==> src/rtl/mouse_frame_sync.sv <==
// mouse_frame_sync: clamps raw mouse coordinates to the visible area, collects
// left-button presses, and commits both once per frame at the start of
// vertical blanking so downstream draw logic never sees a mid-frame change.
module mouse_frame_sync #(
  parameter logic [11:0] X_MAX = 12'd1023,
  parameter logic [11:0] Y_MAX = 12'd767
) (
  input  logic        clk,
  input  logic        rst,
  input  logic [11:0] xpos_mouse_in,
  input  logic [11:0] ypos_mouse_in,
  input  logic        mouse_left_in,
  input  logic        vblnk_in,
  output logic [11:0] xpos_mouse_out,
  output logic [11:0] ypos_mouse_out,
  output logic        click_out,
  output logic        moved_out
);

  typedef enum logic [1:0] {
    ACTIVE = 2'd0,
    COMMIT = 2'd1,
    HOLD   = 2'd2
  } state_t;

  state_t      state;
  logic [11:0] pend_x, pend_y;
  logic        click_pend;
  logic        vblnk_r;     // vblnk as sampled on the edge (edge E)
  logic        vblnk_d;     // one edge older, for rise detection
  logic        left_d;
  logic        vblnk_rise;
  logic        left_rise;

  // The vblank rise is taken from the registered sample so the machine enters
  // COMMIT one edge after vblnk is first seen high; the committed position is
  // therefore the one sampled on that entry edge.
  assign vblnk_rise = vblnk_r & ~vblnk_d;
  assign left_rise  = mouse_left_in & ~left_d;

  // Clamp the raw coordinates every cycle and register the edge-detect history.
  always_ff @(posedge clk) begin
    if (rst) begin
      pend_x  <= '0;
      pend_y  <= '0;
      vblnk_r <= 1'b0;
      vblnk_d <= 1'b0;
      left_d  <= 1'b0;
    end else begin
      pend_x  <= (xpos_mouse_in > X_MAX) ? X_MAX : xpos_mouse_in;
      pend_y  <= (ypos_mouse_in > Y_MAX) ? Y_MAX : ypos_mouse_in;
      vblnk_r <= vblnk_in;
      vblnk_d <= vblnk_r;
      left_d  <= mouse_left_in;
    end
  end

  // Sticky click flag; a press landing on the commit cycle is carried over to
  // the next frame instead of being dropped by the clear.
  always_ff @(posedge clk) begin
    if (rst)
      click_pend <= 1'b0;
    else if (state == COMMIT)
      click_pend <= left_rise;
    else if (left_rise)
      click_pend <= 1'b1;
  end

  // Frame FSM with registered outputs; pulses default low every cycle.
  always_ff @(posedge clk) begin
    if (rst) begin
      state          <= ACTIVE;
      xpos_mouse_out <= '0;
      ypos_mouse_out <= '0;
      click_out      <= 1'b0;
      moved_out      <= 1'b0;
    end else begin
      click_out <= 1'b0;
      moved_out <= 1'b0;
      case (state)
        ACTIVE: if (vblnk_rise) state <= COMMIT;
        COMMIT: begin
          xpos_mouse_out <= pend_x;
          ypos_mouse_out <= pend_y;
          click_out      <= click_pend;
          moved_out      <= ({pend_x, pend_y} != {xpos_mouse_out, ypos_mouse_out});
          state          <= HOLD;
        end
        HOLD:   if (!vblnk_in) state <= ACTIVE;
        default: state <= ACTIVE;
      endcase
    end
  end

endmodule

==> config.mk <==
export PLATFORM = sky130hd
export DESIGN_NAME = mouse_frame_sync
export DESIGN_NICKNAME = d
export VERILOG_FILES = /design/src/rtl/mouse_frame_sync.sv
export SDC_FILE = /design/constraint.sdc
export NUM_CORES = 1
export LEC_CHECK = 0
export CORE_MARGIN = 5
export CORE_UTILIZATION = 40
export CTS_CLUSTER_DIAMETER = 40
export DETAILED_ROUTE_END_ITERATION = 8
export PLACE_DENSITY = 0.68
export SKIP_LAST_GASP = 1
export SLEW_MARGIN = 20
export SYNTH_ARGS = -nofsm -noshare
export SYNTH_HDL_FRONTEND = slang
export SYNTH_SLANG_ARGS = --single-unit
==> constraint.sdc <==
create_clock -name clk -period 3.5 [get_ports clk]
set_clock_uncertainty 0.2 [all_clocks]
set_input_delay 0.7 -clock clk [delete_from_list [all_inputs] [get_ports clk]]
set_output_delay 0.7 -clock clk [all_outputs]
set_load 0.02 [all_outputs]
Word level (Yosys, flattened, before mapping):

Cells that the tools add are included.

* register bits after elaboration: 56
* input port bits: 28
* output and inout bits: 26
* word-level logic and storage cells: 38

* order comparisons: 2
* equality and inequality tests: 5
* multiplexer cells: 7
* bitwise gates (word level): 5
* reduce and logical (&&, ||, !) cells: 6

Operator list (count)
* $gt A12 B10 Y1 const B: 2
* $ne A24 B24 Y1: 1
* $mux W10: 2
* $pmux W2 S3: 1
* $reduce_or A2 Y1: 3
* $mux W2: 2
* $ne A2 B2 Y1 const B: 2
* $not A1 Y1: 3
* $and A1 B1 Y1: 2
* $eq A2 B1 Y1 const B: 1
* $eq A2 B2 Y1 const B: 1
* $logic_not A2 Y1: 1
* $mux W1: 2
* $reduce_and A2 Y1: 1
* $reduce_bool A2 Y1: 1

Depth between registers and ports, before layout:

* depth in word-level cells: 4
* mapped depth: 5
* mapped depth without buffers: 4

Worst setup path after synthesis:

Ideal clock, no wire load.

* kind: input to register
* from: in xpos_mouse_in[11]
* to: reg pend_x[0]
* data arrival time: 1290 ps
* slack: 1883 ps
* stages: 4
* buffers on the path: 1
* cell sequence: or2_2 -> clkbuf_1 -> nor2_1 -> nor2_1

* cells in the longest elaborated chain, start to end: 2

Ends and longest elaborated chain
* start: declaration: RTL line 10 `input logic [11:0] xpos_mouse_in,`
* $gt A12 B10 Y1: RTL line 50 `pend_x <= (xpos_mouse_in > X_MAX) ? X_MAX : xpos_mouse_in;`
* $mux W10: RTL line 50
* end signal: assignment: RTL line 50
* end: declaration: RTL line 27 `logic [11:0] pend_x, pend_y;`

No other way between the ends.
A chain may end at the register's enable or synchronous reset.

Worst setup path in the final report:

* from: reg ypos_mouse_out[5]
* to: out ypos_mouse_out[5]

RTL lines
* start: declaration: RTL line 15 `output logic [11:0] ypos_mouse_out,`
* start signal: assignment: RTL line 84 `ypos_mouse_out <= pend_y;`

No word-level cell between the ends.

==> results.yml <==
run_status:
  outcome: "finished clean"
cts:
  clkTransAtPathRegs_ns: 0.09
  cts_tree: "built"
  cts_setup_buffers: 0
  clockBufferDepth: 2
  cts_resized: 0
  cts.sinks: 56
  clk_latency_ns: 0.30
  hold_buffers: 0
  htree_num_levels: 2
  cts_made_buffers: 5
  cts_root_buf: "clkbuf_8"
power_and_ir_drop:
  power_switching_mw: 0.270
  power.clock.fraction: 0.301
  peakVddDrop_uv: 229
  pwr-share-comb: 0.112
  p_leak_nw: 0.927
  intPower_mw: 0.899
  seq_power_share: 0.587
  powerDensity_mw_per_mm2: 437
  p_sw_frac: 0.231
  power_mw: 1.17
synth:
  synth_top_area_share: 0.549
  synth_flop_cell: "dfxtp_1"
  yosysMostFrequentCell: "dfxtp_1"
  yosysWarnings: 0
  synth_edf_count: 0
  syn-instance-count: 228
  ys_top_cells_by_area: "dfxtp_1, xnor2_1, nand2_1"
  ys_seq_elements: 56
  synthTopCellsByCount: "dfxtp_1, nand2_1, nor2_1, xnor2_1, a21oi_1"
  syn_avg_cell_area_um2: 8.96
  yosysTopAreaCell: "dfxtp_1"
  syn_area_mm2: 0.00204
  ys_async_sr_fraction: 0
  yosysSeqAreaShare: 0.549
  ys_types: 22
critical_path:
  start_kind: "flip-flop"
  crit_buf_inv: 1
  cp_slowest_stage_delay_ns: 0.66
  critical_path_class: "reg -> out"
  cp_slowest_cell: "clkdlybuf4s50_1"
  cp-end-kind: "output port"
  required_ns: 2.60
  crit_chain: "clkdlybuf4s50_1"
  path_max_fanout: 3
  worstPathArrival_ns: 1.36
  path_delay_family: "buffers and inverters"
placed_design:
  dp_hpwl_um: 2980
  pre_cts_ws_ns: 1.42
  gp_congestion: 0.682
  io_buffer_count: 53
sta:
  post-route-period-util: 0.645
  period_minus_slack_ns: 2.26
  fmaxAchievable_ghz: 0.443
  hold_violations: 0
  worst_hold_slack_ns: 0.207
  drv_slew: 0
  tns_ns: 0
  tightest_slew_ns: 1.05
  setup_viol: 0
  fin_ws_ns: 1.24
  relSlewSlack: 0.297
  rsz0062_at_grt: "no"
final_layout:
  fillerInstances: 476
  multiInputGateArea_um2: 847
  ff_latch_area_mm2: 0.00112
  area_growth_syn_to_layout_pct: 31.2
  layout-drive-gt1-share: 0.0571
  antenna_cells: 0
  fin_nets: 307
detailed_routing:
  drtPass1Iterations: 4
  drt_iter0_drc: 67
  postRouteAntennaNets: 0
  post_drt_wl_per_cell_um: 12.1
  vias: 1585
  drc_errors: 0
  drt-total-wl_um: 4240
  vias_per_cell: 4.53
floorplanning:
  die_area_mm2: 0.00663
  boundaryPins: 54
  dieHeight_um: 81.5
  start_util: 0.405
  fp-row-count: 26
  die_x_um: 81.5
  core-area_mm2: 0.00504
global_routing:
  grt_usage: 0.136
  grt_pass1_wl_um: 6890
  antenna_found_initial: 0
  grt_start_max_net_pins: 32
  overflow: 0
  grt_pass1_vias: 1517
worst_hold_path:
  hp-class: "reg -> reg"
flow_run:
  max_cap_viol_count: 0
-- layer usage --
metal | GRT usage | part of all wire
met2 | 0.218 | 0.46
met1 | 0.168 | 0.45
met3 | 0.0548 | 0.083
met4 | 0.0405 | 0.012
met5 | 0 | 0
-- per-stage QoR --
stage | utilization | instances | cell area (um^2)
floorplan | - | 231 | 2050
global placement | 0.513 | 342 | 2590
detailed placement | 0.513 | 342 | 2590
CTS | 0.531 | 350 | 2680
global route | 0.531 | 350 | 2680
finish | 0.531 | 350 | 2680
-- worst paths after layout --
path,start,end,slack (ns),cells past startpoint
max,ypos_mouse_out[5]$_SDFFE_PP0P_,ypos_mouse_out[5],1.24,1
min,vblnk_d$_SDFF_PP0_,state[0]$_SDFFE_PP0P_,0.21,1
max reg2reg,state[0]$_SDFFE_PP0P_,xpos_mouse_out[7]$_SDFFE_PP0P_,1.68,3
min reg2reg,vblnk_d$_SDFF_PP0_,state[0]$_SDFFE_PP0P_,0.21,1
-- layout make-up --
class                      instances  area share
sequential                        56       0.418
multi-input combinational        162       0.316
timing repair buffer              54       0.199
clock buffer                       8      0.0336
tap                               70      0.0327
-- layout by cell type, fill, tap and decap left out --
master / instances
nor2_1: 39
dfxtp_1: 56
xnor2_1: 24
buf_4: 1
and3b_1: 1
nor3b_1: 1
conb_1: 4
a21oi_2: 5
nor4b_1: 1
or2_2: 1
buf_2: 1
a21oi_1: 21
nand3b_1: 1
nor2b_1: 4
nor3_1: 1
nor2b_2: 1
a211oi_1: 1
clkbuf_1: 2
clkbuf_8: 6
nand4_1: 6
nand2b_2: 1
clkdlybuf4s50_1: 52
nand2_1: 48
nor4_1: 1
a211o_1: 1
-- worst reg2reg max path, cell delays in order (launching register included) --
cell and delay, ns:
dfxtp_1 0.39, nor2b_2 0.86, nand2_1 0.14, a21oi_1 0.17
-- cells by family (layout without fill, tap and decap cells) --
logic type / count (synthesis) / after routing / share of synthesized area
AOI/OAI and AO/OA: 28 / 28 / 0.0809
xor gates and xnor gates: 24 / 24 / 0.103
buffers and inverters: 13 / 62 / 0.0441
DFF: 56 / 56 / 0.549
other: 1 / 4 / 0.00184
and+or+nand+nor: 106 / 106 / 0.221
-- registers in the layout (all words and copies together), names as in the netlist --
register	flops
state	2
pend_y	12
click_out	1
ypos_mouse_out	12
moved_out	1
pend_x	12
click_pend	1
vblnk_d	1
xpos_mouse_out	12
left_d	1
vblnk_r	1
-- power groups by stage --
| stage | registers [mW] | logic [mW] | clock network [mW] |
|---|---|---|---|
| finish | 0.687 | 0.131 | 0.352 |
| global route | 0.692 | 0.144 | 0.393 |
| CTS | 0.687 | 0.133 | 0.363 |
| detailed placement | 0.702 | 0.132 | 0 |
| global placement | 0.701 | 0.131 | 0 |
| floorplan | 0.708 | 0.0671 | 0 |
Note: power is estimated with default switching activity, not from simulation.
